## config.mk

```make
export PLATFORM = sky130hd
export DESIGN_NAME = mv_gen_ctrl
export DESIGN_NICKNAME = d
export VERILOG_FILES = /design/src/rtl/mv_gen_ctrl.sv
export SDC_FILE = /design/constraint.sdc
export NUM_CORES = 1
export LEC_CHECK = 0
export CAP_MARGIN = 15
export CORE_MARGIN = 2
export CORE_UTILIZATION = 46
export DETAILED_ROUTE_END_ITERATION = 8
export GPL_TIMING_DRIVEN = 0
export PLACE_DENSITY = 0.95
export SLEW_MARGIN = 5
export SYNTH_ARGS = -nofsm -noshare
export SYNTH_HDL_FRONTEND = slang
export SYNTH_SLANG_ARGS = --single-unit
```

## constraint.sdc

```tcl
create_clock -name CLK -period 3.8 [get_ports CLK]
set_input_delay 0.76 -clock CLK [delete_from_list [all_inputs] [get_ports CLK]]
set_output_delay 0.76 -clock CLK [all_outputs]
set_load 0.02 [all_outputs]
```

## src/rtl/mv_gen_ctrl.sv

```systemverilog
// mv_gen_ctrl: sequencing FSM for the affine motion-vector generator datapath.
// Walks one 16x16 block as a 4x4 raster of 4x4 subblocks and hands each
// generated MV to the interpolation fetch stage over a valid/ready handshake.
//
// Ports:
//   CLK, RST                     clock, synchronous active-high reset
//   START, ABORT, READY, BUSY,   job control / status
//   DONE
//   CTRL_X, CTRL_Y               datapath flags (0 = last row / last column)
//   INTERP_X, INTERP_Y           datapath fractional-MV flags for current X/Y
//   RST_ASYNC_MV_GEN             datapath register clear, active-low
//   WRITE_*                      datapath register enables
//   SEL_X, SEL_Y                 0 = reload original coord, 1 = increment
//   OUT_VALID, OUT_READY         MV handshake to the fetch stage
//   OUT_INTERP_X/Y, OUT_BLK_IDX  sideband for the emitted subblock
//   NUM_INTERP                   subblocks in the job needing interpolation
module mv_gen_ctrl #(
    parameter int unsigned CALC_LAT = 1
) (
    input  logic       CLK,
    input  logic       RST,
    input  logic       START,
    input  logic       ABORT,
    output logic       READY,
    output logic       BUSY,
    output logic       DONE,
    input  logic       CTRL_X,
    input  logic       CTRL_Y,
    input  logic       INTERP_X,
    input  logic       INTERP_Y,
    output logic       RST_ASYNC_MV_GEN,
    output logic       WRITE_REGS_COORDS,
    output logic       WRITE_REGS_CPMVS,
    output logic       WRITE_REGS_GEN_MVS,
    output logic       WRITE_REG_X,
    output logic       WRITE_REG_Y,
    output logic       WRITE_REG_COUNT_BLOCK,
    output logic       SEL_X,
    output logic       SEL_Y,
    output logic       OUT_VALID,
    input  logic       OUT_READY,
    output logic       OUT_INTERP_X,
    output logic       OUT_INTERP_Y,
    output logic [3:0] OUT_BLK_IDX,
    output logic [4:0] NUM_INTERP
);

    localparam int unsigned CNT_W   = (CALC_LAT > 1) ? $clog2(CALC_LAT) : 1;
    localparam int unsigned IDX_W   = 4;
    localparam int unsigned NUM_W   = 5;
    localparam logic [CNT_W-1:0] CNT_LAST = CNT_W'(CALC_LAT - 1);

    typedef enum logic [2:0] {
        S_CLEAR,
        S_IDLE,
        S_INIT,
        S_CALC,
        S_EMIT,
        S_DONE
    } state_e;

    state_e             state_q, state_d;
    logic [CNT_W-1:0]   calc_cnt_q, calc_cnt_d;
    logic               out_ix_q, out_ix_d;
    logic               out_iy_q, out_iy_d;
    logic [IDX_W-1:0]   blk_idx_q, blk_idx_d;
    logic [NUM_W-1:0]   num_interp_q, num_interp_d;

    logic ready_c, busy_c, done_c, rst_mv_n_c, valid_c;
    logic wr_coords_c, wr_cpmvs_c, wr_gen_c, wr_x_c, wr_y_c, wr_cnt_c;
    logic sel_x_c, sel_y_c;

    // State and sideband registers
    always_ff @(posedge CLK) begin
        if (RST) begin
            state_q      <= S_CLEAR;
            calc_cnt_q   <= '0;
            out_ix_q     <= 1'b0;
            out_iy_q     <= 1'b0;
            blk_idx_q    <= '0;
            num_interp_q <= '0;
        end else begin
            state_q      <= state_d;
            calc_cnt_q   <= calc_cnt_d;
            out_ix_q     <= out_ix_d;
            out_iy_q     <= out_iy_d;
            blk_idx_q    <= blk_idx_d;
            num_interp_q <= num_interp_d;
        end
    end

    // Next state and datapath controls
    always_comb begin
        state_d      = state_q;
        calc_cnt_d   = calc_cnt_q;
        out_ix_d     = out_ix_q;
        out_iy_d     = out_iy_q;
        blk_idx_d    = blk_idx_q;
        num_interp_d = num_interp_q;
        ready_c      = 1'b0;
        busy_c       = 1'b0;
        done_c       = 1'b0;
        rst_mv_n_c   = 1'b1;
        valid_c      = 1'b0;
        wr_coords_c  = 1'b0;
        wr_cpmvs_c   = 1'b0;
        wr_gen_c     = 1'b0;
        wr_x_c       = 1'b0;
        wr_y_c       = 1'b0;
        wr_cnt_c     = 1'b0;
        sel_x_c      = 1'b0;
        sel_y_c      = 1'b0;

        unique case (state_q)
            S_CLEAR: begin
                rst_mv_n_c = 1'b0;
                state_d    = S_IDLE;
            end

            S_IDLE: begin
                ready_c = 1'b1;
                if (START && !ABORT) begin
                    wr_coords_c  = 1'b1;
                    wr_cpmvs_c   = 1'b1;
                    num_interp_d = '0;
                    blk_idx_d    = '0;
                    state_d      = S_INIT;
                end
            end

            S_INIT: begin
                busy_c     = 1'b1;
                calc_cnt_d = '0;
                if (ABORT) begin
                    state_d = S_CLEAR;
                end else begin
                    wr_x_c  = 1'b1;
                    wr_y_c  = 1'b1;
                    state_d = S_CALC;
                end
            end

            S_CALC: begin
                busy_c = 1'b1;
                if (ABORT) begin
                    calc_cnt_d = '0;
                    state_d    = S_CLEAR;
                end else if (calc_cnt_q == CNT_LAST) begin
                    // Generator output settled: capture MVs and interp flags
                    wr_gen_c     = 1'b1;
                    out_ix_d     = INTERP_X;
                    out_iy_d     = INTERP_Y;
                    num_interp_d = num_interp_q + NUM_W'(INTERP_X | INTERP_Y);
                    calc_cnt_d   = '0;
                    state_d      = S_EMIT;
                end else begin
                    calc_cnt_d = calc_cnt_q + CNT_W'(1);
                end
            end

            S_EMIT: begin
                busy_c = 1'b1;
                if (ABORT) begin
                    state_d = S_CLEAR;
                end else begin
                    valid_c = 1'b1;
                    if (OUT_READY) begin
                        wr_cnt_c  = 1'b1;
                        blk_idx_d = blk_idx_q + IDX_W'(1);
                        // Flags reflect the subblock just emitted
                        unique case ({CTRL_X, CTRL_Y})
                            2'b11, 2'b01: begin
                                wr_x_c  = 1'b1;
                                sel_x_c = 1'b1;
                                state_d = S_CALC;
                            end
                            2'b10: begin
                                wr_x_c  = 1'b1;
                                wr_y_c  = 1'b1;
                                sel_y_c = 1'b1;
                                state_d = S_CALC;
                            end
                            default: state_d = S_DONE;
                        endcase
                    end
                end
            end

            S_DONE: begin
                busy_c     = 1'b1;
                rst_mv_n_c = 1'b0;
                if (ABORT) begin
                    state_d = S_CLEAR;
                end else begin
                    done_c  = 1'b1;
                    state_d = S_IDLE;
                end
            end

            default: state_d = S_CLEAR;
        endcase
    end

    // Reset overrides every control output in the same cycle
    assign READY                 = ready_c     & ~RST;
    assign BUSY                  = busy_c      & ~RST;
    assign DONE                  = done_c      & ~RST;
    assign RST_ASYNC_MV_GEN      = rst_mv_n_c  & ~RST;
    assign OUT_VALID             = valid_c     & ~RST;
    assign WRITE_REGS_COORDS     = wr_coords_c & ~RST;
    assign WRITE_REGS_CPMVS      = wr_cpmvs_c  & ~RST;
    assign WRITE_REGS_GEN_MVS    = wr_gen_c    & ~RST;
    assign WRITE_REG_X           = wr_x_c      & ~RST;
    assign WRITE_REG_Y           = wr_y_c      & ~RST;
    assign WRITE_REG_COUNT_BLOCK = wr_cnt_c    & ~RST;
    assign SEL_X                 = sel_x_c     & ~RST;
    assign SEL_Y                 = sel_y_c     & ~RST;
    assign OUT_INTERP_X          = out_ix_q;
    assign OUT_INTERP_Y          = out_iy_q;
    assign OUT_BLK_IDX           = blk_idx_q;
    assign NUM_INTERP            = num_interp_q;

endmodule

```

==> key figures <==
Status
  • Status: finished clean

STA
  • Final-report hold violation count: 0
  • Setup tns final: 0 ns
  • Fin crit period: 3.62 ns
  • F_max: 276 MHz
  • Slew margin rel.: 62.5%
  • Max Slew Vio Count: 0
  • Worst slew pin tran: 0.554 ns
  • Worst-case clock skew: 0.00699 ns
  • Final setup fails: 0
  • RSZ-0062 raised after global routing: no
  • Tcrit/Tclk final: 95.2%

Floorplanning
  • Vert. Die Dim: 47.8 µm
  • Initial Utilization: 50.1%
  • Row cnt: 15
  • Die Wd: 47.8 µm
  • Die area: 2290 µm²
  • I/O Pins: 33
  • Core area: 1760 µm²

Synth
  • Yosys top cell by area: dfxtp_1
  • Most used flip-flop cell after synthesis: dfxtp_1
  • Yosys cell types: 38
  • Syn nets: 121
  • Synth async-reset ratio: 0%
  • Number of synthesized flops with an enable pin: 0
  • Syn_area_per_cell: 8.10 µm²
  • Syn Inst Count: 109
  • Mapped Area: 883 µm²
  • Share of the synthesized area in the top cell type: 31.7%
  • Post-synthesis sequential area ratio: 31.7%
  • Register bit total from synthesis: 14
  • Synth warnings: 0
  • Most frequent cell after synthesis: nor2_1
  • Post-synth top cells: 17 x nor2_1, 14 x dfxtp_1, 7 x a21oi_1, 7 x nand2b_1
  • Synth top area cells: dfxtp_1 32%, nor2_1 7.2%, nand2b_1 5.0%, mux2i_1 4.5%, ha_1 4.2%

Clock network
  • CTS tree: done
  • Clk root buf: clkbuf_4
  • Postcts setup bufs: 0
  • H-tree lvl count: 1
  • Hold buffers post-CTS: 0
  • Max Buffers Root-to-Sink: 2
  • Worst-path clk slew: 0.10 ns
  • CTS Sinks: 14
  • Worst skew pair latency: 0.30 ns
  • Number of buffers created by CTS: 3
  • Post_cts resized: 0

GRT
  • Initial antenna violation count: 0
  • First-pass GRT wire length: 3790 µm
  • Total track usage: 23.0%
  • Aggregate global routing overflow: 0
  • Vias in the first global route: 844
  • Largest net degree at the start of global routing: 11

Drt
  • DR vias: 931
  • Antenna-violating nets left: 0
  • Initial DRT Pass Iterations: 4
  • Routed length per instance: 13.7 µm
  • DR DRC count: 0
  • Via/cell ratio: 5.48
  • DR iter-0 viols: 18
  • Drt total wl: 2330 µm

Placement
  • Dpl cell area: 1230 µm²
  • Detailed Place HPWL: 1730 µm
  • Global placement routability congestion: 0.805
  • Placed insts: 166
  • Port Buffers: 32

Worst setup path
  • Element type at the critical path start: input pin
  • Kind of critical path: in2out
  • WP buf/inv: 3
  • CP Depth: 7
  • CP max stage delay: 0.61 ns
  • Critical path fanouts, max: 10
  • Critical path data required time: 3.04 ns
  • Reg2reg path depth: 5
  • Crit-path cells: clkdlybuf4s50_1 > clkbuf_1 > nor2_2 > nand2_1 > nor3_1 > and3b_1 > clkdlybuf4s50_1
  • Crit path top cell by count: clkdlybuf4s50_1
  • CP delay by family, top: buffers and inverters
  • Critical path arrival: 2.86 ns
  • Critical-path top delay cell: clkdlybuf4s50_1
  • CP Capture Type: primary output

Pwr
  • Sw frac: 29.2%
  • Power Density: 265 nW/µm²
  • Pint: 0.239 mW
  • Pleak: 0.450 nW
  • Total chip power: 0.338 mW
  • VDD IR max: 244 µV
  • Sequential Power Share: 45.5%
  • Clk network pwr share: 34.0%
  • P_sw: 0.0987 mW
  • Gate power share: 20.5%

Finish
  • Final net count: 158
  • Share of cells above drive strength 1: 6.21%
  • Post-route insts no fill: 170
  • Multi-input gate area in the final layout: 563 µm²
  • Final core utilization: 72.2%
  • Final instance area: 1270 µm²
  • Synth-to-layout area growth: 44.2%
  • FF/Latch Area: 280 µm²
  • Number of diodes: 0
  • Fill cells: 154

Flow run
  • Max-cap check violation count: 0

Min path
  • Worst Hold Class: reg2reg
  • Hold Path Stages: 2
==> logic make-up after synthesis <==
kind of cell               synth area share (%)
AOI/OAI and AO/OA                          13.6
xor gates and xnor gates                   4.96
adders and majority gates                  4.25
buffers and inverters                      4.81
DFF                                        31.7
muxes                                      4.53
and+or+nand+nor                            36.1
==> worst reg2reg max path: stages (launching register included) <==
cell,delay (ns)
dfxtp_1,0.49
buf_4,0.22
nor4b_1,0.48
a21oi_1,0.16
o22a_1,0.19
nor2_1,0.08
==> state kept, by name, summed over array words and instances (netlist names) <==
register / flops
OUT_INTERP_Y: 1
NUM_INTERP: 5
OUT_INTERP_X: 1
OUT_BLK_IDX: 4
state_q: 3
==> layout make-up <==
class	count	share of cell area (%)
multi-input cells	86	44.2
repair buffers	32	25.1
flip-flops and latches	14	22.0
clock buffers	4	2.85
plain buffers	6	2.46
well taps	25	2.46
inverters	3	0.884
==> cell usage in the layout (no fill, tap or decap), drive strengths merged, types with 2 or more instances in the layout <==
| master | synthesis | final |
|---|---|---|
| or3 | 2 | 2 |
| dfxtp | 14 | 14 |
| nor2 | 17 | 17 |
| nand2b | 7 | 7 |
| nor4 | 2 | 2 |
| a21oi | 7 | 7 |
| nor4b | 4 | 4 |
| nor3 | 3 | 3 |
| clkdlybuf4s50 | 0 | 32 |
| buf | 3 | 3 |
| nand2 | 3 | 3 |
| clkbuf | 3 | 7 |
| nand3b | 4 | 4 |
| nand3 | 4 | 4 |
| mux2i | 4 | 4 |
| ha | 3 | 3 |
| inv | 3 | 3 |
| o21ai | 2 | 2 |
| nor2b | 2 | 2 |
| xnor2 | 4 | 4 |
==> stage by stage <==
stage,hold WS [ns],worst slack [ns]
final,0.510,0.182
after global routing,0.546,0.0638
after CTS,0.518,0.137
after detailed placement,0.484,0.126
after global placement,0.486,0.190
after floorplan,0.570,0.965
==> power groups by stage <==
stage          clock network (mW)  registers [mW]  logic (mW)
2_1_floorplan                   0           0.158      0.0381
3_3_place_gp                    0           0.157      0.0653
3_5_place_dp                    0           0.157      0.0672
4_1_cts                     0.115           0.154      0.0681
5_1_grt                     0.117           0.155      0.0753
6_report                    0.115           0.154      0.0693
==> per-layer routing <==
layer  up-vias  wire length, µm  global-route usage, %
li1        464                -                      -
met1       425             1050                   32.3
met2        40             1120                   37.1
met3         2              130                   3.02
met4         0               23                   6.49
met5         -                0                      0
==> worst paths after layout <==
kind                              from                   endpoint  slack (ns)
min          OUT_INTERP_Y$_SDFFE_PP0P_  OUT_INTERP_Y$_SDFFE_PP0P_        0.51
max reg2reg    state_q[2]$_SDFFE_PP0P_    state_q[2]$_SDFFE_PP0P_        2.12
min reg2reg  OUT_INTERP_Y$_SDFFE_PP0P_  OUT_INTERP_Y$_SDFFE_PP0P_        0.51
max                              ABORT                      SEL_Y        0.18
(Power assumes the default switching activity.)
